===== src/rtl/immediate_decode_stage.sv =====
// Registered immediate-generation stage: decodes the RV immediate, format code and illegal flag
// from one instruction per cycle, with an optional 2-entry skid buffer on the output side.
module immediate_decode_stage #(
  parameter int XLEN = 32,
  parameter int SKID = 1
) (
  input  logic            clock,
  input  logic            reset,
  input  logic            flush,
  input  logic            in_valid,
  output logic            in_ready,
  input  logic [31:0]     in_instruction,
  output logic            out_valid,
  input  logic            out_ready,
  output logic [31:0]     out_instruction,
  output logic [XLEN-1:0] out_immediate,
  output logic [2:0]      out_format,
  output logic            out_illegal
);

  localparam logic [2:0] FMT_NONE = 3'd0;
  localparam logic [2:0] FMT_I    = 3'd1;
  localparam logic [2:0] FMT_S    = 3'd2;
  localparam logic [2:0] FMT_B    = 3'd3;
  localparam logic [2:0] FMT_U    = 3'd4;
  localparam logic [2:0] FMT_J    = 3'd5;
  localparam logic [2:0] FMT_Z    = 3'd6;

  // Handshake: a transfer happens on a rising edge where valid and ready are both high; once
  // out_valid is raised, every out_* stays stable until out_ready is seen high with it.
  logic            in_fire;
  logic            out_fire;
  logic            out_free;

  logic [XLEN-1:0] dec_immediate;
  logic [2:0]      dec_format;
  logic            dec_illegal;

  logic            skid_valid;
  logic [31:0]     skid_instruction;
  logic [XLEN-1:0] skid_immediate;
  logic [2:0]      skid_format;
  logic            skid_illegal;

  assign in_fire  = in_valid & in_ready;
  assign out_fire = out_valid & out_ready;
  assign out_free = out_fire | ~out_valid;

  if (SKID != 0) begin : g_skid
    assign in_ready = ~skid_valid;
  end else begin : g_single
    assign in_ready = out_ready | ~out_valid;
  end

  // Sign extension fills the whole word with bit 31 first, then overwrites the low field.
  always_comb begin
    dec_immediate = '0;
    dec_format    = FMT_NONE;
    dec_illegal   = 1'b0;
    if (in_instruction[1:0] != 2'b11) begin
      dec_illegal = 1'b1;
    end else begin
      case (in_instruction[6:0])
        7'b0000011, 7'b0010011, 7'b1100111: begin
          dec_format          = FMT_I;
          dec_immediate       = {XLEN{in_instruction[31]}};
          dec_immediate[11:0] = in_instruction[31:20];
        end
        7'b1110011: begin
          if (in_instruction[14]) begin
            dec_format         = FMT_Z;
            dec_immediate[4:0] = in_instruction[19:15];
          end else begin
            dec_format          = FMT_I;
            dec_immediate       = {XLEN{in_instruction[31]}};
            dec_immediate[11:0] = in_instruction[31:20];
          end
        end
        7'b0100011: begin
          dec_format          = FMT_S;
          dec_immediate       = {XLEN{in_instruction[31]}};
          dec_immediate[11:0] = {in_instruction[31:25], in_instruction[11:7]};
        end
        7'b1100011: begin
          dec_format          = FMT_B;
          dec_immediate       = {XLEN{in_instruction[31]}};
          dec_immediate[12:0] = {in_instruction[31], in_instruction[7], in_instruction[30:25],
                                 in_instruction[11:8], 1'b0};
        end
        7'b1101111: begin
          dec_format          = FMT_J;
          dec_immediate       = {XLEN{in_instruction[31]}};
          dec_immediate[20:0] = {in_instruction[31], in_instruction[19:12], in_instruction[20],
                                 in_instruction[30:21], 1'b0};
        end
        7'b0110111, 7'b0010111: begin
          dec_format          = FMT_U;
          dec_immediate       = {XLEN{in_instruction[31]}};
          dec_immediate[31:0] = {in_instruction[31:12], 12'b0};
        end
        7'b0110011, 7'b0001111: begin
          dec_format = FMT_NONE;
        end
        default: begin
          dec_illegal = 1'b1;
        end
      endcase
    end
  end

  always_ff @(posedge clock) begin
    if (reset) begin
      out_valid        <= 1'b0;
      out_instruction  <= '0;
      out_immediate    <= '0;
      out_format       <= '0;
      out_illegal      <= 1'b0;
      skid_valid       <= 1'b0;
      skid_instruction <= '0;
      skid_immediate   <= '0;
      skid_format      <= '0;
      skid_illegal     <= 1'b0;
    end else if (flush) begin
      out_valid  <= 1'b0;
      skid_valid <= 1'b0;
    end else if (out_free) begin
      // The skid entry is older than anything arriving now, so it drains first.
      if (skid_valid) begin
        out_valid       <= 1'b1;
        out_instruction <= skid_instruction;
        out_immediate   <= skid_immediate;
        out_format      <= skid_format;
        out_illegal     <= skid_illegal;
        skid_valid      <= 1'b0;
      end else if (in_fire) begin
        out_valid       <= 1'b1;
        out_instruction <= in_instruction;
        out_immediate   <= dec_immediate;
        out_format      <= dec_format;
        out_illegal     <= dec_illegal;
      end else begin
        out_valid <= 1'b0;
      end
    end else if (in_fire && SKID != 0) begin
      skid_valid       <= 1'b1;
      skid_instruction <= in_instruction;
      skid_immediate   <= dec_immediate;
      skid_format      <= dec_format;
      skid_illegal     <= dec_illegal;
    end
  end

endmodule

===== config.mk =====
export PLATFORM = sky130hd
export DESIGN_NAME = immediate_decode_stage
export DESIGN_NICKNAME = d
export VERILOG_FILES = /design/src/rtl/immediate_decode_stage.sv
export SDC_FILE = /design/constraint.sdc
export NUM_CORES = 1
export LEC_CHECK = 0
export BUFFER_PORTS_ARGS = -buffer_cell sky130_fd_sc_hd__buf_4
export CORE_MARGIN = 2
export CORE_UTILIZATION = 55
export DETAILED_ROUTE_END_ITERATION = 6
export PLACE_DENSITY = 0.83
export SLEW_MARGIN = 5
export SYNTH_ARGS = -nofsm -noshare
export SYNTH_HDL_FRONTEND = slang
export SYNTH_SLANG_ARGS = --single-unit

===== constraint.sdc =====
create_clock -name clock -period 2.3 [get_ports clock]
set_input_delay 0.23 -clock clock [delete_from_list [all_inputs] [get_ports clock]]
set_output_delay 0.23 -clock clock [all_outputs]
set_load 0.02 [all_outputs]

==> results of run 1 <==
==> placed cells by master, fill, tap and decap left out, drive strengths merged, types with 15 or more instances in the layout <==
cell type and instances:
a31oi 28, o21ai 62, mux2i 31, nand2 135
a211oi 35, buf 122, dfxtp 138, nor2 47
a221oi 25, nand3 20, clkbuf 22, dlygate4sd3 15
a21oi 64
==> worst max-delay path, delay by kind of cell, from the launching register on <==
| kind | cells | cell delay [ns] |
|---|---|---|
| buffers and inverters | 3 | 1.03 |
| DFF | 1 | 0.35 |
==> through the flow <==
| stage | hold slack, ns | total power (µW) | utilization (%) |
|---|---|---|---|
| 3_5_place_dp | 0.446 | 3160 | 64.3 |
| 3_3_place_gp | 0.439 | 3140 | 64.3 |
| 5_1_grt | 0.00580 | 6220 | 72.0 |
| 2_1_floorplan | 0.308 | 2900 | - |
| 4_1_cts | 0.00000572 | 6050 | 72.0 |
| 6_report | 0.00832 | 6060 | 72.0 |
==> per-layer routing <==
metal  up-vias  part of all wire (%)  global-route usage, %  routed length, µm
met4         0                   2.7                   11.3                438
met5         -                     0                      0                  0
met2       307                    47                   46.5               7780
li1       2670                     -                      -                  -
met1      2701                    42                   37.5               6860
met3        46                   8.5                   5.78               1410
==> final cells by class <==
cell class / instances / area [µm²]
timing repair buffer: 137 / 1070
inverter: 4 / 15.0
clock inverter: 10 / 163
fill: 759 / 2880
tap: 136 / 170
multi-input combinational: 490 / 2750
clock buffer: 22 / 473
sequential: 138 / 2760
==> repair_timing <==
item / 4_1_cts / 5_1_grt
resized for setup: 1 / 0
hold buffers: 15 / 0
hold endpoints to repair: 16 / 0
endpoints found under the setup margin: 1 / 0
==> flip-flops by register name (all words and copies together) (netlist names) <==
| register | count |
|---|---|
| out_format | 3 |
| skid_instruction | 32 |
| skid_immediate | 32 |
| skid_valid | 1 |
| out_illegal | 1 |
| skid_format | 3 |
| out_immediate | 32 |
| out_valid | 1 |
| skid_illegal | 1 |
| out_instruction | 32 |
==> cells by family after synthesis <==
| family | after synthesis |
|---|---|
| AO/OA/AOI/OAI | 227 |
| buffers and inverters | 68 |
| flip-flops | 138 |
| multiplexers | 31 |
| AND/OR/NAND/NOR | 232 |
==> synth_stat cells, types with 2 or more instances <==
| library cell | number |
|---|---|
| a21oi_1 | 64 |
| nand2_1 | 135 |
| nor2_1 | 43 |
| clkbuf_1 | 35 |
| a31oi_1 | 28 |
| a211oi_1 | 34 |
| nand3_1 | 20 |
| nor3_1 | 4 |
| inv_1 | 3 |
| o21ai_0 | 60 |
| a22oi_1 | 4 |
| nor2b_1 | 4 |
| nand2b_1 | 3 |
| buf_4 | 3 |
| a221oi_1 | 23 |
| mux2i_1 | 31 |
| o21ai_2 | 2 |
| a221oi_2 | 2 |
| dfxtp_1 | 138 |
| o41ai_1 | 2 |
| buf_2 | 25 |
| and2_1 | 3 |
| nor2_2 | 4 |
| and3b_1 | 2 |
==> path summary, 6_finish.rpt <==
check | startpoint | end | slack [ns] | cells past startpoint
worst max register to register | out_valid$_SDFFE_PP0P_ | out_immediate[27]$_SDFFE_PP0P_ | 0.41 | 5
worst min-delay path | in_instruction[24] | skid_instruction[24]$_SDFFE_PP0P_ | 0.008 | 3
worst max-delay path | skid_valid$_SDFFE_PP0P_ | in_ready | 0.15 | 3
worst min register to register | skid_immediate[7]$_SDFFE_PP0P_ | skid_immediate[7]$_SDFFE_PP0P_ | 0.46 | 2
==> power breakdown <==
group | leakage (µW) | internal (µW) | switching, µW
Clock | 0.000308 | 1880 | 1040
Sequential | 0.00112 | 2470 | 46.1
Combinational | 0.00129 | 246 | 374
==> summary.txt, run 1 <==
TNS Setup -> 0 ns
Max Cap Viol -> 0
largest net degree at the start of global routing -> 60
CTS Buffer Depth -> 2
fmax -> 0.464 GHz
die width -> 107 µm
number of synthesized register bits -> 138
1st-iter DRT viols -> 400
Worst-path clk slew -> 0.06 ns
Synth Area in XOR/XNOR -> 0%
final setup margin -> 0.146 ns
slowest CP cell -> buf_6
GRT Residual Overflow -> 0
static leakage -> 0.00272 µW
Final nets -> 825
Die ar. -> 11400 µm²
clock latency on the worst-skew pair -> 0.52 ns
pwr/cell area -> 819 nW/µm²
root buffer cell -> clkbuf_8
RSZ-0062 raised after global routing -> false
Worst Skew -> 0.00786 ns
crit-path cells -> buf_6 -> inv_2 -> buf_4
WS Path Type -> reg -> out
placed cells -> 890
drt drc -> 0
Site Rows -> 37
clk sink count -> 138
area share of fa/ha/maj cells after synthesis -> 0%
die height -> 107 µm
# setup viols final -> 0
CP Max Fanout -> 49
Max stage delay on crit path -> 0.44 ns
Setup WS pre-CTS -> 0.466 ns
antenna viol nets, final -> 0
Post-Syn Area -> 5800 µm²
Vias/cell -> 6.11
Slew Viols, Final -> 0
crit end category -> output pin
Least-Margin Pin Slew -> 0.639 ns
ys flop type -> dfxtp_1
Post-synth ARST share -> 0%
Worst VDD drop -> 0.456 mV
syn_area_per_cell -> 8.34 µm²
outcome -> complete, no violations
multiplexer share of the synthesized area -> 5.35%
largest family of logic cells by synthesized area -> compound AO/OA/AOI/OAI gates
Pre-Repair DR Iteration Count -> 6
Starting Density -> 56.5%
layout cell share with drive strength beyond 1 -> 21.0%
CP required -> 2.07 ns
TritonCTS clock tree -> built
critical path arrival -> 1.92 ns
vias post-DR -> 5724
fin area -> 7400 µm²
Routed WL -> 16500 µm
Mapped Nets -> 733
input/output buffers -> 106
WL/cell -> 17.6 µm
GPL Wtd Cong -> 0.884
Setup Buffers After CTS -> 0
Max-slew headroom -> 57.4%
post-route insts no fill -> 937
first-pass GRT wire length -> 25900 µm
CTS H-tree depth -> 4
Tcrit/Tclk final -> 93.7%
vias in the first global route -> 5258
Post-DP HPWL -> 10500 µm
gr usage total -> 28.6%
synth warn -> 0
simple-gate share of the synthesized area -> 17.5%
Hold Path Class -> in -> reg
register area share after synthesis -> 47.6%
Hold Fails Final Rpt -> 0
initial antenna violation count -> 0
area grow syn2layout -> 27.6%
Synth Area in Compound Gates -> 24.4%
Final min period -> 2.15 ns
DP Area -> 6610 µm²
critical path launch point type -> flip-flop
Top-Level Pins -> 107
top-area cell type share of the netlist area -> 47.6%
largest area contributor in the netlist -> dfxtp_1
EDFF count, synth -> 0
CTS Buf Count -> 17
post-synth cell types -> 48
Cells after Synth -> 696
core outline area -> 10300 µm²
ant diodes -> 0
Synth area leaders -> dfxtp_1, nand2_1, a21oi_1
Note: power is estimated with default switching activity, not from simulation.
==> run 2: changes to the inputs <==
--- a/config.mk
+++ b/config.mk
@@ -7,9 +7,9 @@
 export LEC_CHECK = 0
 export BUFFER_PORTS_ARGS = -buffer_cell sky130_fd_sc_hd__buf_4
 export CORE_MARGIN = 2
-export CORE_UTILIZATION = 55
+export CORE_UTILIZATION = 50
 export DETAILED_ROUTE_END_ITERATION = 6
-export PLACE_DENSITY = 0.83
+export PLACE_DENSITY = 0.8
 export SLEW_MARGIN = 5
 export SYNTH_ARGS = -nofsm -noshare
 export SYNTH_HDL_FRONTEND = slang
==> constraint.sdc (replaced) <==
create_clock -name clock -period 1.75 [get_ports clock]
set_input_delay 0.175 -clock clock [delete_from_list [all_inputs] [get_ports clock]]
set_output_delay 0.175 -clock clock [all_outputs]
set_load 0.02 [all_outputs]
==> run 2 against run 1 <==
Compared with the run above:
- the run now ends with negative setup slack left
- critical endpoint is now out_immediate[16]$_SDFFE_PP0P_
- register-to-register slack got worse by 0.44 ns
- design area increased by 1.1%
- first-iteration DRC count rose by 69%
- sequential cell count unchanged
- count of clock-buffer cells in the layout shrank 2
- highest routed layer unchanged
- largest cell class unchanged
==> summary.txt, run 2 (synthesis gave the netlist of run 1 again) <==
CP Max Fanout -> 27
Worst R2R Path Depth -> 6
sequential share of power -> 43.3%
outcome -> finished, violations left
post-route insts no fill -> 950
HP Start -> in_instruction[13]
critical path arrival -> 2.08 ns
TNS Setup -> -0.0325 ns
Reg-to-Reg Start -> skid_valid$_SDFFE_PP0P_
area grow syn2layout -> 29.0%
Site Rows -> 39
Critical Path Source -> skid_valid$_SDFFE_PP0P_
TritonCTS clock tree -> built
Top-Level Pins -> 107
reg-to-reg slack, setup -> -0.03 ns
Tcrit/Tclk final -> 102%
Tot Pwr -> 7660 µW
largest net degree at the start of global routing -> 55
antenna viol nets, final -> 0
Vias/cell -> 6.17
RR Endpoint -> out_immediate[16]$_SDFFE_PP0P_
Routed WL -> 17600 µm
Hold Fails Final Rpt -> 0
Final min period -> 1.78 ns
Post-DP HPWL -> 11100 µm
CTS Hold Bufs -> 0
Die ar. -> 12500 µm²
Max-slew headroom -> 67.3%
Final nets -> 831
die height -> 112 µm
crit end category -> flip-flop
Pre-Repair DR Iteration Count -> 6
failing checks -> negative setup slack
# setup viols final -> 1
1st-iter DRT viols -> 675
hold endpoint -> skid_instruction[13]$_SDFFE_PP0P_
first-pass GRT wire length -> 27200 µm
Slew Viols, Final -> 0
Worst-path clk slew -> 0.06 ns
most common library cell in the layout ignoring fill and taps -> dfxtp_1
RSZ-0062 raised after global routing -> true
Clock Power Share -> 45.7%
ant diodes -> 0
CP required -> 2.05 ns
Hold Path Class -> in -> reg
final setup margin -> -0.0325 ns
drt drc -> 0
CTS Buf Count -> 17
WS Path Type -> reg -> reg
clock latency on the worst-skew pair -> 0.42 ns
placed cells -> 915
die width -> 112 µm
clk sink count -> 138
input/output buffers -> 106
vias in the first global route -> 5370
most frequent cells in the layout -> dfxtp_1, nand2_1, buf_4, a21oi_1, o21ai_0
Worst Hold Depth -> 3
layout cell share with drive strength beyond 1 -> 23.7%
root buffer cell -> clkbuf_16
Net Switching -> 1920 µW
Worst Skew -> 0.00552 ns
critical path launch point type -> flip-flop
CTS H-tree depth -> 4
Combinational Power Share -> 11.0%
initial antenna violation count -> 0
CTS Buffer Depth -> 2
WL/cell -> 18.5 µm
vias post-DR -> 5862
Fillers -> 880
Sw Ratio -> 25.0%
Least-Margin Pin Slew -> 0.490 ns
Max Cap Viol -> 0
fmax -> 0.561 GHz
GRT Residual Overflow -> 0
static leakage -> 0.00277 µW
core outline area -> 11400 µm²
GPL Wtd Cong -> 0.948
gr usage total -> 27.1%
total internal power -> 5750 µW
Worst VDD drop -> 0.583 mV
Starting Density -> 51.0%
pwr/cell area -> 1020 nW/µm²
## run 2: metal layers
metal / vias up / track usage, % / share of wire, %
li1: 2686 / - / -
met5: - / 0 / 0
met4: 0 / 10.1 / 2.7
met2: 357 / 43.3 / 47
met3: 53 / 6.04 / 8.9
met1: 2766 / 36.1 / 42
## run 2: cell type report
class	instances	area (µm²)	share of cell area [%]
clock buffers	20	457	6.10
clock inverters	12	124	1.65
inverters	4	15.0	0.201
multi-input cells	490	2760	36.9
flip-flops and latches	138	2760	36.9
well taps	143	179	2.39
repair buffers	143	1190	15.8
## run 2: stage by stage
stage	util, %	instance area (µm²)	hold WS [ns]	setup WS, ns
5_1_grt	65.9	7490	0.0324	-0.0994
2_1_floorplan	-	5800	0.253	0.126
3_5_place_dp	59.9	6810	0.447	-0.266
3_3_place_gp	59.9	6810	0.440	-0.179
4_1_cts	65.5	7440	0.0190	0.0111
6_report	65.9	7490	0.0272	-0.0325
## run 2: critical path: stages, from the launching register on
cell and delay (ns):
dfxtp_2 0.32, buf_4 0.13, nor2_2 0.08, nor3_4 0.36
buf_12 0.22, o21ai_0 0.15, a221oi_1 0.39
## run 2: worst max path at each step
stage | end | slack [ns]
finish | out_immediate[16]$_SDFFE_PP0P_ | -0.03
CTS | in_ready | 0.01
global route | out_immediate[16]$_SDFFE_PP0P_ | -0.1
detailed placement | out_immediate[26]$_SDFFE_PP0P_ | -0.27
floorplan | skid_format[1]$_SDFFE_PP0P_ | 0.13
global placement | out_immediate[29]$_SDFFE_PP0P_ | -0.18
## run 2: power by group through the flow
| stage | sequential (µW) | combinational, µW | clock, µW |
|---|---|---|---|
| after global placement | 3380 | 790 | 0 |
| after floorplan | 3480 | 332 | 0 |
| after CTS | 3310 | 822 | 3520 |
| after detailed placement | 3380 | 811 | 0 |
| after global routing | 3320 | 897 | 3680 |
| final | 3310 | 844 | 3500 |
## run 2: timing repair
action / CTS / global route
endpoints found under the setup margin: 13 / 34
buffers inserted: 0 / 1
gates cloned: 1 / 1
resized for setup: 6 / 5
